File: src/rtl/cpu_pkg.sv
// Shared CPU front-end definitions.
//   if_state_e : fetch-stage FSM encoding (fetching, holding a buffered word, halted)
//   NOP        : bubble / cleared instruction word
package cpu_pkg;

  typedef enum logic [1:0] {
    StFetch = 2'd0,
    StHold  = 2'd1,
    StHalt  = 2'd2
  } if_state_e;

  localparam logic [31:0] NOP = 32'h0000_0000;

endpackage

File: src/rtl/if_hold_buf.sv
// One-entry buffer for an instruction that returned while IF/ID was stalled.
//   clk, rst : clock, asynchronous active-high reset
//   load     : capture data_in/pc_in and mark full
//   clear    : drop the entry (wins over load)
//   data_in  : instruction word to buffer
//   pc_in    : word address of data_in
//   data, pc : buffered instruction and its address
//   full     : entry holds a valid instruction
module if_hold_buf
  import cpu_pkg::*;
(
  input  logic        clk,
  input  logic        rst,
  input  logic        load,
  input  logic        clear,
  input  logic [31:0] data_in,
  input  logic [31:0] pc_in,
  output logic [31:0] data,
  output logic [31:0] pc,
  output logic        full
);

  always_ff @(posedge clk or posedge rst) begin
    if (rst) begin
      data <= NOP;
      pc   <= '0;
      full <= 1'b0;
    end else if (clear) begin
      full <= 1'b0;
    end else if (load) begin
      data <= data_in;
      pc   <= pc_in;
      full <= 1'b1;
    end
  end

endmodule

File: src/rtl/if_stage.sv
// Instruction fetch stage with single-cycle instruction memory handshake.
//   clk, rst       : clock, asynchronous active-high reset
//   stall_i        : IF/ID hold; registered outputs are frozen
//   redirect_i     : restart fetch at redirect_pc_i (beats halt and stall)
//   redirect_pc_i  : redirect target word address
//   halt_i         : stop fetching until reset
//   imem_req_o     : fetch request valid
//   imem_addr_o    : fetch word address (always pc_q)
//   imem_ins_i     : fetched word, valid with imem_ready_i
//   imem_ready_i   : request completes this cycle
//   Ins_o, PC_o    : instruction and its word address to IF/ID
//   valid_o        : Ins_o/PC_o carry a real instruction
//   fetch_cnt_o    : number of instructions delivered with valid_o=1
module if_stage
  import cpu_pkg::*;
#(
  parameter logic [31:0] RESET_PC = 32'h0000_0000
) (
  input  logic        clk,
  input  logic        rst,
  input  logic        stall_i,
  input  logic        redirect_i,
  input  logic [31:0] redirect_pc_i,
  input  logic        halt_i,
  output logic        imem_req_o,
  output logic [31:0] imem_addr_o,
  input  logic [31:0] imem_ins_i,
  input  logic        imem_ready_i,
  output logic [31:0] Ins_o,
  output logic [31:0] PC_o,
  output logic        valid_o,
  output logic [31:0] fetch_cnt_o
);

  if_state_e   state_q;
  logic [31:0] pc_q;

  logic        st_fetch, st_hold;
  logic        hb_load, hb_clear, hb_full;
  logic [31:0] hb_data, hb_pc;

  always_comb begin
    st_fetch = (state_q == StFetch);
    st_hold  = (state_q == StHold);
    // Buffer a response that arrives while downstream is stalled.
    hb_load  = st_fetch && !redirect_i && !halt_i && stall_i && imem_ready_i;
    // Drop on redirect/halt, and free it once it has been handed on.
    hb_clear = (st_fetch || st_hold) && (redirect_i || halt_i || (st_hold && !stall_i));
  end

  assign imem_req_o  = st_fetch;
  assign imem_addr_o = pc_q;

  if_hold_buf u_hold_buf (
    .clk     (clk),
    .rst     (rst),
    .load    (hb_load),
    .clear   (hb_clear),
    .data_in (imem_ins_i),
    .pc_in   (pc_q),
    .data    (hb_data),
    .pc      (hb_pc),
    .full    (hb_full)
  );

  always_ff @(posedge clk or posedge rst) begin
    if (rst) begin
      state_q     <= StFetch;
      pc_q        <= RESET_PC;
      Ins_o       <= NOP;
      PC_o        <= '0;
      valid_o     <= 1'b0;
      fetch_cnt_o <= '0;
    end else begin
      unique case (state_q)
        StFetch: begin
          if (redirect_i) begin
            pc_q    <= redirect_pc_i;
            valid_o <= 1'b0;
          end else if (halt_i) begin
            state_q <= StHalt;
            valid_o <= 1'b0;
          end else if (imem_ready_i) begin
            pc_q <= pc_q + 32'd1;
            if (stall_i) begin
              // Word goes to the hold buffer; outputs stay frozen.
              state_q <= StHold;
            end else begin
              Ins_o       <= imem_ins_i;
              PC_o        <= pc_q;
              valid_o     <= 1'b1;
              fetch_cnt_o <= fetch_cnt_o + 32'd1;
            end
          end else if (!stall_i) begin
            valid_o <= 1'b0;
          end
        end
        StHold: begin
          if (redirect_i) begin
            pc_q    <= redirect_pc_i;
            valid_o <= 1'b0;
            state_q <= StFetch;
          end else if (halt_i) begin
            state_q <= StHalt;
            valid_o <= 1'b0;
          end else if (!stall_i) begin
            Ins_o       <= hb_data;
            PC_o        <= hb_pc;
            valid_o     <= hb_full;
            fetch_cnt_o <= fetch_cnt_o + {31'd0, hb_full};
            state_q     <= StFetch;
          end
        end
        StHalt: begin
          // Only reset leaves this state.
        end
        default: state_q <= StFetch;
      endcase
    end
  end

endmodule
File: config.mk
export PLATFORM = sky130hd
export DESIGN_NAME = if_stage
export DESIGN_NICKNAME = d
export VERILOG_FILES = /design/src/rtl/cpu_pkg.sv /design/src/rtl/if_hold_buf.sv /design/src/rtl/if_stage.sv
export SDC_FILE = /design/constraint.sdc
export NUM_CORES = 1
export LEC_CHECK = 0
export ABC_AREA = 1
export CAP_MARGIN = 0
export CORE_MARGIN = 1.5
export CORE_UTILIZATION = 52
export DETAILED_ROUTE_END_ITERATION = 6
export GPL_TIMING_DRIVEN = 1
export PLACE_DENSITY_LB_ADDON = 0.25
export SYNTH_ARGS = -nofsm -noshare
export SYNTH_HDL_FRONTEND = slang
export SYNTH_HIERARCHICAL = 1
export SYNTH_SLANG_ARGS = --single-unit
File: constraint.sdc
create_clock -name clk -period 5.9 [get_ports clk]
set_input_delay 1.18 -clock clk [delete_from_list [all_inputs] [get_ports clk]]
set_output_delay 1.18 -clock clk [all_outputs]
set_load 0.1 [all_outputs]
==> impl_results.md, run 1 <==
* Placed cell area at 11990 um2
* Post-Syn Area at 10010 um2
* Post-CTS Repair Setup Buffers at 0
* Unique masters post-synth at 33
* Hold Slack at ~0.47 ns
* CP max stage delay at around 1.1 ns
* Leakage at slightly above 0.006 uW
* Slew Limit Headroom at between 20% and 30%
* Die ar. at around 20000 um2
* Reg2Reg Depth at 12
* Sequential area share after synthesis at between 40% and 50%
* Initial antenna violation count at 0
* Hold Fails Final Rpt at 0
* Total GRT Usage at about 27%
* Number of max-cap violations at 0
* IO Count at 200
* Die span in y at between 100 and 150 um
* CTS tree: built
* Worst-Skew Late Latency at ~0.44 ns
* Global-route wire length before repair at roughly 43000 um
* Root Driver: clkbuf_16
* CTS Buf Count at 17
* DRC at 0
* Worst-margin pin slew at 1.174 ns
* Critical path arrival at around 2.3 ns
* PortBufs at 199
* R2r startpoint: state_q[1]
* Ant diodes at 0
* Synth top area cells: dfrtp_1 (49%), nand2_1 (18%), nor2_1 (6.6%)
* Longest Clk Path Bufs at 2
* Period utilisation layout at about three fifths
* FF-to-FF End: fetch_cnt_o[22]
* H-Tree Level Count at 4
* Syn nets at around 1400
* Vias at ~9000
* Worst Setup End Kind: output port
* Top cells by instance count after synthesis: nand2_1 (475), dfrtp_1 (196), nor2_1 (175), nand3_1 (109), o21ai_0 (86)
* Outcome: finished, final reports clean
* DP HPWL at about 18000 um
* Prevailing post-synth register cell: dfrtp_1
* EDFF count, synth at 0
* Final nets at about 1600
* Slowest CP cell: clkdlybuf4s50_1
* Final wirelength at roughly 27000 um
* Mean Syn Cell Area at ~7.6 um2
* Hold depth at 2
* Post-route ant nets at 0
* Layout cells sized above 1 at roughly 4.6%
* Synthesized flop and latch total at between 150 and 200
* Die X at between 100 and 150 um
* Tmin final at between 3 and 4 ns
* Finished Cell Area at between 10000 and 15000 um2
* WP data required at ~4.7 ns
* Synth warnings at 6
* DR vias/cell at around 5.4
* GR Overflow Total at 0
* PD cells at ~600 nW/um2
* RSZ-0062 raised after global routing: false
* Post-synth top area share at 49.01%
* Sink Count at 196
* Area leader, netlist: dfrtp_1
* Core area at between 15000 and 20000 um2
* Endpoints failing setup at 0
* Avg WL per Cell at between 15 and 20 um
* Worst hold path class: reg2reg
* R2R setup slack at about 2.5 ns
* Drt pass-1 iters at 6
* Largest net degree at the start of global routing at just over 100
* Post-CTS sizing at 0
* Min-Delay Startpoint: u_hold_buf/pc[18]
* RePlAce Congestion at 0.9121
* Initial Util at between 50% and 60%
* Vias in the first global route at approximately 8400
* # hold bufs at CTS at 0
* PnR Total Power at 7563 uW
* Detailed Route Iter0 Violations at 763
* CP startpoint kind: register
* VDD IR max at roughly 0.61 mV
* Asr flop ratio synth at 100.0%
* Post-Syn Instances at approximately 1300
* Max-slew violations at 0
* Clock Skew at around 0.01 ns
* Crit-path cells: inv_2 > nand2_2 > inv_1 > clkdlybuf4s50_1
* Final core utilization at roughly 67%
* Most frequent cell after synthesis: nand2_1
* Max Fclk at just under 300 MHz
* Area grow syn2layout at 25.44%
* Crit path max fanout at 5
* Hold Crit Endpoint: u_hold_buf/pc[18]
* # rows at 50
* Setup_tns at 0 ns
* Crit path kind: reg2out
* Worst-path clk slew at 0.07 ns
-- through the flow --
| stage | setup WS [ns] | instances |
|---|---|---|
| detailed placement | 2.182 | 1698 |
| floorplan | 1.222 | 1319 |
| global placement | 2.262 | 1698 |
| finish | 2.457 | 1730 |
| global route | 2.246 | 1730 |
| CTS | 2.445 | 1730 |
-- worst max-delay path: cells and delay by family, from the launching register on --
family,cells,cell delay (ns)
flip-flops,1,0.46
AND/OR/NAND/NOR,1,0.07
buffers and inverters,3,1.29
-- power by group --
group / total [uW] / leakage, uW / switching, uW / internal (uW)
logic: 4140 / 0.00324 / 3200 / 934
registers: 2310 / 0.00255 / 476 / 1830
clock network: 1120 / 0.000274 / 551 / 568
-- worst max-delay path by stage --
stage | start | end | slack (ns) | cells after the start
global route | state_q[0] | fetch_cnt_o[22] | 2.25 | 13
global placement | redirect_i | u_hold_buf/pc[12] | 2.26 | 8
detailed placement | redirect_i | u_hold_buf/pc[3] | 2.18 | 8
floorplan | rst | Ins_o[0] | 1.22 | 1
finish | state_q[1] | imem_req_o | 2.46 | 4
CTS | state_q[1] | imem_req_o | 2.44 | 4
-- registers in the layout (all words and copies together), names as in the netlist --
name and count:
imem_addr_o 32, fetch_cnt_o 32, valid_o 1, state_q 2, u_hold_buf/pc 32, u_hold_buf/full 1
Ins_o 32, u_hold_buf/data 32, PC_o 32
-- layer usage --
layer	track usage (%)	vias to the layer above	part of all wire, %
met1	38.12	4273	44
met4	7.868	0	1.8
met5	0	-	0
met3	4.489	35	7.5
met2	43.52	418	47
li1	-	4550	-
-- cells by family (layout without fill, tap and decap cells) --
logic type                 after synthesis  count (layout)  synth area share (%)
and+or+nand+nor                        800             800                 32.88
DFF                                    196             196                 49.01
AOI/OAI and AO/OA                      156             156                 8.964
buffers and inverters                  141             318                 6.726
xor gates and xnor gates                22              22                 1.925
adders and majority gates                4               4                0.5001
-- final cells by class --
type                       count  area (um2)
fill                        1615        6213
sequential                   196        4905
multi-input combinational    982        4441
timing repair buffer         207        2052
clock buffer                  19       442.9
inverter                      79       301.5
tap                          234       292.8
clock inverter                13       120.1
-- cells in the final DEF (no fill, tap or decap), types with 6 or more instances in the layout --
cell type        synthesis  final
nand2_1                475    474
clkdlybuf4s50_1          0    199
dfrtp_1                196    196
nor2_1                 175    174
nand3_1                109    109
o21ai_0                 86     86
inv_1                   74     72
o31ai_1                 40     40
a21oi_1                 19     19
clkbuf_16                0     17
xor2_1                  16     16
nand3b_1                11     11
nor2_2                   8      8
buf_4                   14      8
nor2_4                   5      6
or2_2                    6      6
xnor2_1                  6      6
clkinv_4                 0      6
No activity file was read; power rests on OpenSTA's default activity.
==> inputs of run 2 (changes only) <==
--- a/config.mk
+++ b/config.mk
@@ -8,7 +8,7 @@
 export ABC_AREA = 1
 export CAP_MARGIN = 0
 export CORE_MARGIN = 1.5
-export CORE_UTILIZATION = 52
+export CORE_UTILIZATION = 47
 export DETAILED_ROUTE_END_ITERATION = 6
 export GPL_TIMING_DRIVEN = 1
 export PLACE_DENSITY_LB_ADDON = 0.25
==> constraint.sdc (replaced) <==
create_clock -name clk -period 3.16 [get_ports clk]
set_input_delay 0.632 -clock clk [delete_from_list [all_inputs] [get_ports clk]]
set_output_delay 0.632 -clock clk [all_outputs]
set_load 0.1 [all_outputs]
==> impl_results.md, run 2 (synthesis gave the netlist of run 1 again) <==
* PortBufs at 199 (unchanged)
* Post-CTS Repair Setup Buffers at 0 (unchanged)
* Outcome: finished, final reports clean (unchanged)
* Initial antenna violation count at 0 (unchanged)
* Worst path top cell family by delay: simple AND/OR/NAND/NOR gates (was buffers and inverters)
* Area grow syn2layout at 24.99% (was 25.44%)
* DP HPWL at 18990 um (was 18170 um)
* Largest net degree at the start of global routing at 89 (was 102)
* Setup_tns at 0 ns (unchanged)
* Worst Setup End Kind: register (was output port)
* Detailed Route Iter0 Violations at 599 (was 763)
* WP data required at 3.49 ns (was 4.72 ns)
* DR vias/cell at 5.158 (was 5.362)
* Max Fclk at approximately 440 MHz
* PD cells at 1136 nW/um2 (was 602.4 nW/um2)
* Pre-CTS setup slack at 0.5891 ns (was 2.182 ns)
* Most common cell after layout, fill and taps aside: nand2_1 (unchanged)
* NetSw at 7881 uW (was 4231 uW)
* WP buf/inv at 3 (unchanged)
* Critical path arrival at 2.62 ns (was 2.26 ns)
* Tmin final at between 2 and 2.5 ns
* Final nets at 1570 (was 1557)
* Final core utilization at 59.70% (was 66.89%)
* Avg WL per Cell at 15.36 um (was 15.61 um)
* # hold bufs at CTS at 0 (unchanged)
* Initial Util at 47.76% (was 53.33%)
* Worst-path clk slew at 0.07 ns (about the same)
* Ant diodes at 0 (unchanged)
* Comb power frac at 53.1% (was 54.7%)
* Hold Fails Final Rpt at 0 (unchanged)
* Die span in y at 148.9 um (was 141.7 um)
* Clock Skew at 0.009633 ns (was 0.01023 ns)
* CTS Buf Count at 17 (unchanged)
* Clk pwr share at 16.7% (was 14.8%)
* Slowest CP cell: dfrtp_1 (was clkdlybuf4s50_1)
* Total GRT Usage at 25.24% (was 27.12%)
* Die X at 148.9 um (was 141.7 um)
* GR Overflow Total at 0 (unchanged)
* Fin worst setup slack at 0.8700 ns (was 2.457 ns)
* Final wirelength at 27410 um (was 27010 um)
* Post-route ant nets at 0 (unchanged)
* Worst-Skew Late Latency at 0.43 ns (was 0.44 ns)
* IO Count at 200 (unchanged)
* Sink Count at 196 (unchanged)
* Vias at 9201 (was 9276)
* Post-CTS sizing at 0 (unchanged)
* DRC at 0 (unchanged)
* Global-route wire length before repair at 44300 um (was 43080 um)
* Layout cells sized above 1 at 14.12% (was 4.612%)
* Root Driver: clkbuf_16 (unchanged)
* Endpoints failing setup at 0 (unchanged)
* Max-slew violations at 0 (unchanged)
* PnR Total Power at 14210 uW (was 7563 uW)
* RSZ-0062 raised after global routing: false (unchanged)
* Number of max-cap violations at 0 (unchanged)
* Crit-path most repeated cell: nand2_1
* Period utilisation layout at 72.47%
* Internal power at 6331 uW (was 3332 uW)
* Crit-path cells: inv_1 > nor2_4 > inv_2 > nor2_1 > inv_1 > ha_1 > ha_1 > nand2_1 > nor2_1 > nand2_2 > nor2_2 > nand2_1 > nand2_1 > nand2_1 (was inv_2 > nand2_2 > inv_1 > clkdlybuf4s50_1)
* Die ar. at 22180 um2 (was 20090 um2)
* Sw frac at 55.45% (was 55.94%)
* Crit path max fanout at 5 (unchanged)
* CP max stage delay at 0.41 ns (was 1.12 ns)
* Commonest non-fill, non-tap cells in the layout: nand2_1 (474), dfrtp_1 (196), nor2_1 (174) (was nand2_1 (474), clkdlybuf4s50_1 (199), dfrtp_1 (196))
* H-Tree Level Count at 4 (unchanged)
* Core area at 20960 um2 (was 18770 um2)
* Leakage at 0.006380 uW (was 0.006070 uW)
* Crit path kind: reg2reg (was reg2out)
* Vias in the first global route at 8582 (was 8403)
* Longest Clk Path Bufs at 2 (unchanged)
* Worst-margin pin slew at 0.9189 ns (was 1.174 ns)
* Slew Limit Headroom at 38.74% (was 21.56%)
* VDD IR max at 0.9124 mV (was 0.6141 mV)
* Share of power burned in registers at 30.3% (was 30.5%)
* CP startpoint kind: register (unchanged)
* # rows at 53 (was 50)
* RePlAce Congestion at 0.8847 (was 0.9121)
* Worst hold path class: reg2reg (unchanged)
* Drt pass-1 iters at 7 (was 6)
* CTS tree: built (unchanged)
[run 2: stage by stage]
stage / area (um2) / hold slack [ns] / cells
floorplan: 10010 / 0.4367 / 1319
global placement: 11860 / 0.4482 / 1752
detailed placement: 11860 / 0.4530 / 1752
CTS: 12510 / 0.4699 / 1784
global route: 12510 / 0.4885 / 1784
finish: 12510 / 0.4702 / 1784
[run 2: final timing paths]
kind | startpoint | endpoint | slack (ns) | cells after the start
worst min-delay path | u_hold_buf/pc[21] | u_hold_buf/pc[21] | 0.47 | 2
worst max-delay path | state_q[0] | fetch_cnt_o[26] | 0.87 | 14
worst min register to register | u_hold_buf/pc[21] | u_hold_buf/pc[21] | 0.47 | 2
max in group asynchronous | rst | fetch_cnt_o[3] | 1.77 | 3
worst max register to register | state_q[0] | fetch_cnt_o[26] | 0.87 | 14
min in group asynchronous | rst | Ins_o[31] | 0.69 | 2
[run 2: worst register-to-register path, cell delays in order (launching register included)]
cell	delay, ns
dfrtp_1	0.41
inv_1	0.15
nor2_4	0.06
inv_2	0.08
nor2_1	0.04
inv_1	0.13
ha_1	0.20
ha_1	0.20
nand2_1	0.13
nor2_1	0.29
nand2_2	0.17
nor2_2	0.17
nand2_1	0.07
nand2_1	0.06
nand2_1	0.04
[run 2: routing by layer]
layer	up-vias	track usage, %	wire length [um]
met5	-	0	0
met4	0	7.079	454
met3	27	3.119	1733
met2	322	40.39	12590
met1	4287	36.12	12630
li1	4565	-	-
[run 2: power by group through the flow]
stage | Clock (uW) | Combinational [uW] | Sequential [uW]
floorplan | 0 | 1760 | 8320
CTS | 2420 | 7570 | 4290
finish | 2370 | 7540 | 4300
detailed placement | 0 | 7560 | 4320
global placement | 0 | 7480 | 4310
global route | 2510 | 7960 | 4440
[run 2: final cells by class]
type,instances,area [um2]
fillers,1939,8446
flip-flops and latches,196,4905
multi-input cells,982,4441
repair buffers,220,1874
clock buffers,17,425.4
well taps,275,344.1
inverters,79,300.3
clock inverters,15,220.2
==> inputs of run 3 (changes only) <==
--- a/config.mk
+++ b/config.mk
@@ -8,7 +8,7 @@
 export ABC_AREA = 1
 export CAP_MARGIN = 0
 export CORE_MARGIN = 1.5
-export CORE_UTILIZATION = 47
+export CORE_UTILIZATION = 52
 export DETAILED_ROUTE_END_ITERATION = 6
 export GPL_TIMING_DRIVEN = 1
 export PLACE_DENSITY_LB_ADDON = 0.25
==> constraint.sdc (replaced) <==
create_clock -name clk -period 2.3 [get_ports clk]
set_input_delay 0.46 -clock clk [delete_from_list [all_inputs] [get_ports clk]]
set_output_delay 0.46 -clock clk [all_outputs]
set_load 0.1 [all_outputs]
==> impl_results.md, run 3 (synthesis gave the netlist of run 1 again) <==
* Outcome: finished, final reports clean (unchanged)
* Drt pass-1 iters at 5 (was 7)
* Longest Clk Path Bufs at 2 (unchanged)
* Hold Crit Endpoint: u_hold_buf/pc[3] (was u_hold_buf/pc[21])
* CTS Buf Count at 17 (unchanged)
* Leakage at 0.006388 uW (was 0.006380 uW)
* Slew Limit Headroom at 64.63% (was 38.74%)
* Die X at 141.7 um (was 148.9 um)
* IO Count at 200 (unchanged)
* DP HPWL at 18640 um (was 18990 um)
* Hold Fails Final Rpt at 0 (unchanged)
* Fin worst setup slack at 0.2705 ns (was 0.8700 ns)
* Area grow syn2layout at 24.94% (was 24.99%)
* Post-route ant nets at 0 (unchanged)
* Vias at 9290 (was 9201)
* Post-CTS sizing at 0 (unchanged)
* Sink Count at 196 (unchanged)
* GR Overflow Total at 0 (unchanged)
* Worst-path clk slew at 0.08 ns (was 0.07 ns)
* Finished Cell Area at 12500 um2 (was 12510 um2)
* Clock Skew at 0.01606 ns (was 0.009633 ns)
* Reg2Reg Depth at 9 (was 14)
* CP startpoint kind: register (unchanged)
* Worst Setup End Kind: register (unchanged)
* FF-to-FF End: imem_addr_o[15] (was fetch_cnt_o[26])
* # rows at 50 (was 53)
* Final wirelength at 27180 um (was 27410 um)
* PnR Total Power at 19460 uW (was 14210 uW)
* Final nets at 1576 (was 1570)
* Layout cells sized above 1 at 14.52% (was 14.12%)
* Max-slew violations at 0 (unchanged)
* CTS tree: built (unchanged)
* DRC at 0 (unchanged)
* Endpoints failing setup at 0 (unchanged)
* Die span in y at 141.7 um (was 148.9 um)
* Initial Util at 53.33% (was 47.76%)
* RSZ-0062 raised after global routing: false (unchanged)
* Pre-CTS setup slack at 0.06387 ns (was 0.5891 ns)
* Crit path kind: reg2reg (unchanged)
* Largest net degree at the start of global routing at 95 (was 89)
* Post-CTS Repair Setup Buffers at 0 (unchanged)
* # hold bufs at CTS at 0 (unchanged)
* WP data required at 2.64 ns (was 3.49 ns)
* Detailed Route Iter0 Violations at 642 (was 599)
* R2r startpoint: state_q[1] (was state_q[0])
* Crit path max fanout at 44 (was 5)
* Critical path arrival at 2.37 ns (was 2.62 ns)
* Root Driver: clkbuf_16 (unchanged)
* Number of max-cap violations at 0 (unchanged)
* RePlAce Congestion at 0.9043 (was 0.8847)
* Total GRT Usage at 27.72% (was 25.24%)
* Min-Delay Startpoint: u_hold_buf/pc[3] (was u_hold_buf/pc[21])
* Vias in the first global route at 8532 (was 8582)
* Worst-margin pin slew at 0.5306 ns (was 0.9189 ns)
* Worst-Skew Late Latency at 0.44 ns (was 0.43 ns)
* Die ar. at 20090 um2 (was 22180 um2)
* Core area at 18770 um2 (was 20960 um2)
* Commonest non-fill, non-tap cells in the layout: nand2_1 (474), dfrtp_1 (195), nor2_1 (173) (was nand2_1 (474), dfrtp_1 (196), nor2_1 (174))
* Avg WL per Cell at 15.54 um (was 15.36 um)
* VDD IR max at 1.573 mV (was 0.9124 mV)
* Max Fclk at 492.7 MHz (was 436.7 MHz)
* H-Tree Level Count at 4 (unchanged)
* Period utilisation layout at 88.24% (was 72.47%)
* Most common cell after layout, fill and taps aside: nand2_1 (unchanged)
* Hold depth at 2 (unchanged)
* Ant diodes at 0 (unchanged)
* Placed cell area at 11880 um2 (was 11860 um2)
* Setup_tns at 0 ns (unchanged)
* PortBufs at 199 (unchanged)
* Worst hold path class: reg2reg (unchanged)
* Tmin final at 2.029 ns (was 2.290 ns)
* R2R setup slack at 0.27 ns (was 0.87 ns)
* Initial antenna violation count at 0 (unchanged)
* Final core utilization at 66.63% (was 59.70%)
* Global-route wire length before repair at 43830 um (was 44300 um)
* DR vias/cell at 5.312 (was 5.158)
* PD cells at 1556 nW/um2 (was 1136 nW/um2)
## run 3: cell count changes in the layout (fill, tap and decap cells not counted), sizes merged
cell / change
clkinvlp: +4
buf: +6
bufinv: -1
clkbuf: +2
clkinv: -4
inv: -1
## run 3: worst max-delay path, stage by stage (launching register included)
cell and delay (ns):
dfrtp_1 0.46, nor2_4 0.16, buf_4 0.47, nor2_4 0.12
buf_12 0.21, or2_2 0.29, nand2_1 0.07, nand2_1 0.05
nand2_1 0.06, inv_1 0.04
## run 3: worst max-delay path by stage
| stage | start | endpoint | slack (ns) | depth (start not counted) |
|---|---|---|---|---|
| after floorplan | imem_addr_o[0] | imem_addr_o[20] | 0.02 | 10 |
| after global placement | imem_ready_i | fetch_cnt_o[2] | 0.12 | 8 |
| after detailed placement | imem_ready_i | fetch_cnt_o[2] | 0.06 | 8 |
| after CTS | state_q[0] | fetch_cnt_o[24] | 0.21 | 14 |
| after global routing | state_q[0] | fetch_cnt_o[26] | 0.05 | 14 |
| final | state_q[1] | imem_addr_o[15] | 0.27 | 9 |
## run 3: per-stage QoR
step / std cells / hold slack, ns
6_report: 1749 / 0.4706
5_1_grt: 1749 / 0.4786
4_1_cts: 1749 / 0.4708
3_5_place_dp: 1717 / 0.4532
3_3_place_gp: 1717 / 0.4475
2_1_floorplan: 1319 / 0.4367
## run 3: power breakdown
group	internal, uW	leakage [uW]	switching (uW)
clock	1760	0.000283	1360
sequential	4700	0.00255	1220
combinational	2180	0.00355	8240
total	8640	0.00639	10800
## run 3: area by class of cell
class,instances,area [um2]
multi-input combinational,982,4443
fill,1561,6264
timing repair buffer,226,1948
tap,234,292.8
inverter,79,300.3
clock inverter,13,171.4
sequential,196,4906
clock buffer,19,442.9
## run 3: per-layer routing
layer  part of all wire (%)  wire length [um]  GRT usage [%]
met4                    2.8               752          10.74
met5                      0                 0              0
met3                    5.6              1532          3.476
met2                     47             12840          44.16
met1                     44             12050          38.84
